[config.mk]
export PLATFORM = sky130hd
export DESIGN_NAME = gate_sweep_ctrl
export DESIGN_NICKNAME = d
export VERILOG_FILES = /design/src/rtl/gate_sweep_ctrl.sv
export SDC_FILE = /design/constraint.sdc
export NUM_CORES = 1
export LEC_CHECK = 0
export ABC_AREA = 1
export ABC_CLOCK_PERIOD_IN_PS = 1800
export CORE_MARGIN = 2
export CORE_UTILIZATION = 30
export CTS_BUF_LIST = sky130_fd_sc_hd__clkbuf_2
export CTS_CLUSTER_SIZE = 14
export DETAILED_ROUTE_END_ITERATION = 10
export REMOVE_ABC_BUFFERS = 1
export SETUP_SLACK_MARGIN = 0.2
export SKIP_LAST_GASP = 1
export SYNTH_ARGS = -nofsm -noshare
export SYNTH_HDL_FRONTEND = slang
export SYNTH_SLANG_ARGS = --single-unit
export TNS_END_PERCENT = 50
[constraint.sdc]
create_clock -name i_clk -period 1.8 [get_ports i_clk]
set_input_delay 0.18 -clock i_clk [delete_from_list [all_inputs] [get_ports i_clk]]
set_output_delay 0.18 -clock i_clk [all_outputs]
set_load 0.03 [all_outputs]
[src/rtl/gate_sweep_ctrl.sv]
// gate_sweep_ctrl: sweeps a combinational gate through all input vectors,
// captures its truth table and compares it with EXPECTED.
// Optional macro SWEEP_STOP_ON_FAIL_EN: stop at the first mismatching row
// and report its index on o_first_fail.
module gate_sweep_ctrl #(
  parameter int N_IN = 2,
  parameter int SETTLE_CYCLES = 2,
  parameter logic [(1<<N_IN)-1:0] EXPECTED = 4'b0110
) (
  input  logic                 i_clk,
  input  logic                 i_reset,
  input  logic                 i_start,
  output logic [N_IN-1:0]      o_gate_in,
  input  logic                 i_gate_out,
  output logic                 o_busy,
  output logic                 o_done,
  output logic                 o_pass,
  output logic [(1<<N_IN)-1:0] o_table_out
`ifdef SWEEP_STOP_ON_FAIL_EN
  ,
  output logic [N_IN-1:0]      o_first_fail
`endif
);

  localparam int NV = 1 << N_IN;
  localparam int IW = N_IN + 1;
  localparam int CW = (SETTLE_CYCLES > 1) ? $clog2(SETTLE_CYCLES) : 1;
  localparam logic [CW-1:0] RELOAD = CW'(SETTLE_CYCLES - 1);
  localparam logic [IW-1:0] LAST = IW'(NV - 1);

  typedef enum logic [1:0] {
    S_IDLE,
    S_SETTLE,
    S_SAMPLE,
    S_DONE
  } state_t;

  state_t r_state;
  state_t w_next;

  logic [IW-1:0]   r_idx;
  logic [CW-1:0]   r_cnt;
  logic            r_mis;
  logic [N_IN-1:0] r_gate_in;
  logic            r_pass;
  logic [NV-1:0]   r_table;

  logic [N_IN-1:0] w_idx_lo;
  logic            w_bit_bad;
  logic            w_mis;
  logic            w_last;
  logic            w_stop;

  assign w_idx_lo  = r_idx[N_IN-1:0];
  assign w_bit_bad = i_gate_out != EXPECTED[w_idx_lo];
  assign w_mis     = r_mis | w_bit_bad;
  assign w_last    = r_idx == LAST;

`ifdef SWEEP_STOP_ON_FAIL_EN
  assign w_stop = w_last | w_bit_bad;
`else
  assign w_stop = w_last;
`endif

  assign o_gate_in   = r_gate_in;
  assign o_pass      = r_pass;
  assign o_table_out = r_table;
  assign o_busy      = r_state != S_IDLE;
  assign o_done      = r_state == S_DONE;

  // State register; reset aborts any sweep without a done pulse
  always_ff @(posedge i_clk) begin
    if (i_reset) r_state <= S_IDLE;
    else         r_state <= w_next;
  end

  // Next-state logic
  always_comb begin
    w_next = r_state;
    unique case (r_state)
      S_IDLE:   if (i_start) w_next = S_SETTLE;
      S_SETTLE: if (r_cnt == '0) w_next = S_SAMPLE;
      S_SAMPLE: w_next = w_stop ? S_DONE : S_SETTLE;
      S_DONE:   w_next = S_IDLE;
      default:  w_next = S_IDLE;
    endcase
  end

  // Sweep datapath: vector index, settle counter, capture and verdict
  always_ff @(posedge i_clk) begin
    if (i_reset) begin
      r_idx     <= '0;
      r_cnt     <= '0;
      r_mis     <= 1'b0;
      r_gate_in <= '0;
      r_pass    <= 1'b0;
      r_table   <= '0;
    end else begin
      unique case (r_state)
        S_IDLE: begin
          r_gate_in <= '0;
          if (i_start) begin
            r_idx   <= '0;
            r_cnt   <= RELOAD;
            r_mis   <= 1'b0;
            r_pass  <= 1'b0;
            r_table <= '0;
          end
        end
        S_SETTLE: begin
          if (r_cnt != '0) r_cnt <= r_cnt - 1'b1;
        end
        S_SAMPLE: begin
          r_table[w_idx_lo] <= i_gate_out;
          r_mis             <= w_mis;
          if (w_stop) begin
            r_pass <= ~w_mis;
          end else begin
            r_idx     <= r_idx + 1'b1;
            r_gate_in <= w_idx_lo + 1'b1;
            r_cnt     <= RELOAD;
          end
        end
        S_DONE: begin
          r_gate_in <= '0;
        end
        default: ;
      endcase
    end
  end

`ifdef SWEEP_STOP_ON_FAIL_EN
  logic [N_IN-1:0] r_first_fail;

  assign o_first_fail = r_first_fail;

  // Index of the row that ended the sweep early
  always_ff @(posedge i_clk) begin
    if (i_reset) begin
      r_first_fail <= '0;
    end else if (r_state == S_IDLE && i_start) begin
      r_first_fail <= '0;
    end else if (r_state == S_SAMPLE && w_bit_bad && !r_mis) begin
      r_first_fail <= w_idx_lo;
    end
  end
`endif

endmodule

==> metrics, run 1 <==
status completed; grt total ovfl 0; Synth area leader dfxtp_1; met3 wire len ~20 um; final setup fails 0; Yosys warning count 0; I/O pin count 13; fill count a little under 300; Worst Skew about 9.4 ps; Finished Layout Cells between 150 and 200; total number of vias 718; Num CTS Buffers 3; WHS roughly 460 ps; PwrDens around 1400 mW/mm2; metal1 wirelength ~760 um; worst min-delay path class reg2reg; Final Util a little under two fifths; CTS H-Tree Depth 1; measured slew at the worst slew-check pin 303.9 ps; Max Cap Viol 0; layout cell share with drive strength beyond 1 between 9 and 10%; die area between 0.003 and 0.004 mm2; headroom to the max-slew limit roughly four fifths; IO Port Bufs 12; footprint of the multi-input gates between 400 and 500 um2; crit path time final about 1500 ps; commonest non-fill, non-tap cell in the layout nand2_1; sequential element share of the synthesized area 33.89%; final worst path period share between 80% and 90%; Post-Syn Instances approximately 120; RSZ-0062 raised after global routing yes; Site Rows 19; CP required roughly 1600 ps; DR top layer met4; Yosys top cell area share between 30% and 40%; kind of end point of the critical path output port; DRC 0; WL final 1589 um; overall power approximately 1.4 mW; clock root cell clkbuf_2; GPL Wtd Cong between 0.8 and 0.9; setup ws final 286.0 ps; Setup CP Type reg2out; CP Data Arrival Time roughly 1300 ps; Slew Limit Fails 0; Final Hold Fails 0; initial DRC count 5; Crit Path Max Fanout 4; initial antenna violation count 0; storage element area ~280 um2; Max VDD drop 0.6331 mV; core area approximately 0.0027 mm2; flops & latches, synth 14; Vias/cell between 4 and 5; commonest non-fill, non-tap cells in the layout nand2_1, inv_1, a21oi_1; Startpoint Class flip-flop; CTS tree built; Detail Route Antenna Nets 0; Design Area, Final ~1000 um2; TritonRoute pass-1 iters 2; pin count of the biggest net entering global routing 11; diodes inserted 0; first-pass GRT wire length around 3000 um; Setup WS pre-CTS ~100 ps; placed insts about 160; dpl cell area ~980 um2; Clock Path Buffers 2; Fmax ~660 MHz; total global-route track usage between 10% and 20%; Detailed Place HPWL around 1300 um; die height around 57 um; Reg clk slew, reported paths 150 ps; Setup TNS 0 ps; top cells by area, synth dfxtp_1, ha_1, nand2_1; syn avg cell area approximately 7.2 um2; Synth Cell Area 827.0 um2; P_leak between 0.4 and 0.5 nW; CTS sink count 14; synth unique cells 16; Die W between 50 and 60 um; initial cell density of the core between 30 and 40%; vias in the first global route 720; met2 routed WL approximately 760 um; Final #Nets 147; Area Growth Syn to Fin 20.88%; later-pin clock latency in the skew report just under 300 ps; post-DR wirelength/cell 9.809 um
registers in the layout (all words and copies together) (netlist names):
register	cells
o_table_out	4
r_idx	3
o_gate_in	2
r_state	2
o_pass	1
r_cnt	1
r_mis	1
cell families after synthesis:
family / count (synthesis) / synth area share, %
flip-flops: 14 / 33.89
AND/OR/NAND/NOR: 54 / 28.74
adder cells (fa/ha/maj): 11 / 16.64
AO/OA/AOI/OAI: 16 / 10.14
buffers and inverters: 20 / 10.59
layout make-up:
class	count	share of cell area [%]
multi-input cells	81	46.18
flip-flops and latches	14	28.29
repair buffers	13	12.14
inverters	19	7.635
well taps	31	3.880
clock buffers	3	1.502
clock inverters	1	0.3755
power by group:
group / leakage [nW] / internal, mW / total (mW) / switching (mW)
Sequential: 0.115 / 0.384 / 0.438 / 0.0547
Clock: 0.0140 / 0.0483 / 0.158 / 0.109
Combinational: 0.323 / 0.284 / 0.802 / 0.518
Total: 0.451 / 0.716 / 1.40 / 0.682
worst max-delay path: stages (launching register included):
cell,delay [ps]
dfxtp_2,380
inv_1,90
ha_1,240
inv_1,120
buf_2,210
routing by layer:
layer	vias to the layer above	global-route usage, %
li1	401	-
met5	-	0
met4	0	7.143
met3	5	1.382
met2	7	17.94
met1	305	15.96
what timing repair did:
item | in CTS | in global routing
resized for setup | 3 | 5
setup buffers | 0 | 0
setup endpoints to repair | 2 | 6
hold buffers | 0 | 0
synthesized netlist by cell type, drive strengths merged:
cell type / count
a21o: 1
a21oi: 13
a31oi: 1
buf: 1
dfxtp: 14
ha: 11
inv: 19
nand2: 29
nand3: 11
nand4: 3
nor2: 10
nor3: 1
o21ai: 1
path summary, 6_finish.rpt:
path	endpoint	slack, ps	startpoint	cells after the start
worst min-delay path	r_state[1]	460	r_state[1]	1
worst max register to register	o_table_out[3]	410	r_state[0]	9
worst max-delay path	o_busy	290	r_state[0]	4
worst min register to register	r_state[1]	460	r_state[1]	1
No activity file was read; power rests on OpenSTA's default activity.
==> run 2, diff against run 1 <==
- ABC_CLOCK_PERIOD_IN_PS: 1800 -> 1400
- clock period: 1.8 -> 1.4 ns (I/O delays scaled with it)
==> run 2 against run 1 <==
Effect of this change: global-route usage increased by 0.98 points; largest power group unchanged; sequential share of layout area decreased by 5.1 points; register-to-register slack got worse by 250 ps; via count increased by 16%; combinational power increased by 120%; cell count increased by 8.0%; wire length increased by 24%; clock power increased by 28%; sequential power increased by 40%; hold slack improved by 20 ps; non-clock buffer count increased by 12; total power increased by 84%.
==> metrics, run 2 (synthesis results as in run 1) <==
status completed; WHS approximately 480 ps; diodes inserted 0; Setup CP Type reg2out; Final Hold Fails 0; CTS tree built; Worst path max stage delay approximately 400 ps; fill count between 200 and 300; footprint of the multi-input gates between 600 and 700 um2; Die W between 50 and 60 um; GPL Wtd Cong around 0.80; Detail Route Antenna Nets 0; Slew Limit Fails 0; Logic pwr share between 60% and 70%; Finished Layout Cells between 150 and 200; Detailed Place HPWL approximately 1400 um; Max VDD drop 1.230 mV; crit path time final around 1300 ps; headroom to the max-slew limit between 70% and 80%; Num CTS Buffers 3; placed insts 160; Final Util 47.51%; PwrDens about 2000 mW/mm2; WL final ~2000 um; final setup fails 0; Startpoint Class flip-flop; Site Rows 19; max reg flops 4; pin count of the biggest net entering global routing 11; Final #Nets between 150 and 200; die height ~57 um; Clk network pwr share slightly below 8%; worst min-delay path class reg2reg; Max Cap Viol 0; initial cell density of the core 30.79%; worst-path cell chain inv_4, ha_4, inv_4, buf_6; CP required approximately 1300 ps; Pint ~1.4 mW; post-DR wirelength/cell approximately 11 um; Setup WS pre-CTS -11.44 ps; dpl cell area 994.7 um2; die area between 0.003 and 0.004 mm2; Vias/cell approximately 4.8; storage element area 295.3 um2; CTS H-Tree Depth 1; I/O pin count 13; commonest non-fill, non-tap cell in the layout nand2_1; commonest non-fill, non-tap cells in the layout nand2_1, buf_4; # hold bufs at CTS 0; crit path max-delay cell type dfxtp_4; initial antenna violation count 0; Seq pwr share a little under a quarter; total global-route track usage between 10% and 20%; total number of vias roughly 830; clock root cell clkbuf_2; IO Port Bufs 12; kind of end point of the critical path output port; layout cell share with drive strength beyond 1 between 30% and 40%; later-pin clock latency in the skew report ~300 ps; sw frac a little under half; P_leak about 0.56 nW; Psw between 1 and 1.5 mW; TritonRoute pass-1 iters 4; setup ws final approximately 140 ps; Fmax 794.2 MHz; Crit Path Max Fanout 3; core area approximately 0.0027 mm2; CP Data Arrival Time about 1100 ps; CTS sink count 14; Worst Skew about 20 ps; grt total ovfl 0; crit-path most repeated cell inv_4; Setup TNS 0 ps; RSZ-0062 raised after global routing yes; DRC 0; Area Growth Syn to Fin 54.31%; vias in the first global route 814; overall power 2.574 mW; Reg clk slew, reported paths 150 ps; final worst path period share 89.94%; Design Area, Final 0.001276 mm2; initial DRC count 9; first-pass GRT wire length 3249 um; measured slew at the worst slew-check pin just over 300 ps; Clock Path Buffers 2
run 2: changes by cell type in the layout (fill, tap and decap cells not counted), sizes merged:
cell	before	now
buf	2	15
inv	19	20
clkdlybuf4s50	10	3
clkdlybuf4s15	0	3
dlygate4sd2	1	4
run 2: final timing paths:
path / startpoint / end / slack, ps / cells past startpoint
worst max-delay path: r_state[0] / o_busy / 140 / 4
worst min-delay path: o_gate_in[0] / o_gate_in[0] / 480 / 2
worst max register to register: r_state[1] / r_state[0] / 160 / 7
worst min register to register: o_gate_in[0] / o_gate_in[0] / 480 / 2
run 2: layout make-up:
type | count | area share, %
clock buffers | 3 | 1.176
repair buffers | 25 | 17.45
multi-input cells | 81 | 47.84
repair inverters | 1 | 0.4902
clock inverters | 1 | 0.2941
inverters | 19 | 6.569
flip-flops and latches | 14 | 23.14
well taps | 31 | 3.039
run 2: critical path: cells and delay by family, from the launching register on:
family	cells	cell delay, ps
adder cells (fa/ha/maj)	1	170
flip-flops	1	400
buffers and inverters	3	240
run 2: power groups by stage:
stage / clock network [mW] / logic (mW) / registers, mW
6_report: 0.202 / 1.76 / 0.614
5_1_grt: 0.233 / 1.91 / 0.629
4_1_cts: 0.209 / 1.33 / 0.583
3_3_place_gp: 0 / 1.07 / 0.566
3_5_place_dp: 0 / 1.09 / 0.572
2_1_floorplan: 0 / 0.753 / 0.607
run 2: repair_timing:
| item | in CTS | in global routing |
|---|---|---|
| setup buffers | 4 | 6 |
| gates resized for setup | 29 | 40 |
| pin swaps | 2 | 5 |
| endpoints found under the setup margin | 23 | 23 |
| cloned | 0 | 1 |
run 2: layer usage:
metal,share of wire (%),global-route usage [%],routed length [um],vias to the layer above
li1,-,-,-,430
met1,45,14.77,878,388
met2,52,22.76,1028,12
met3,1.5,1.613,29,4
met4,1.4,6.803,28,0
met5,0,0,0,-
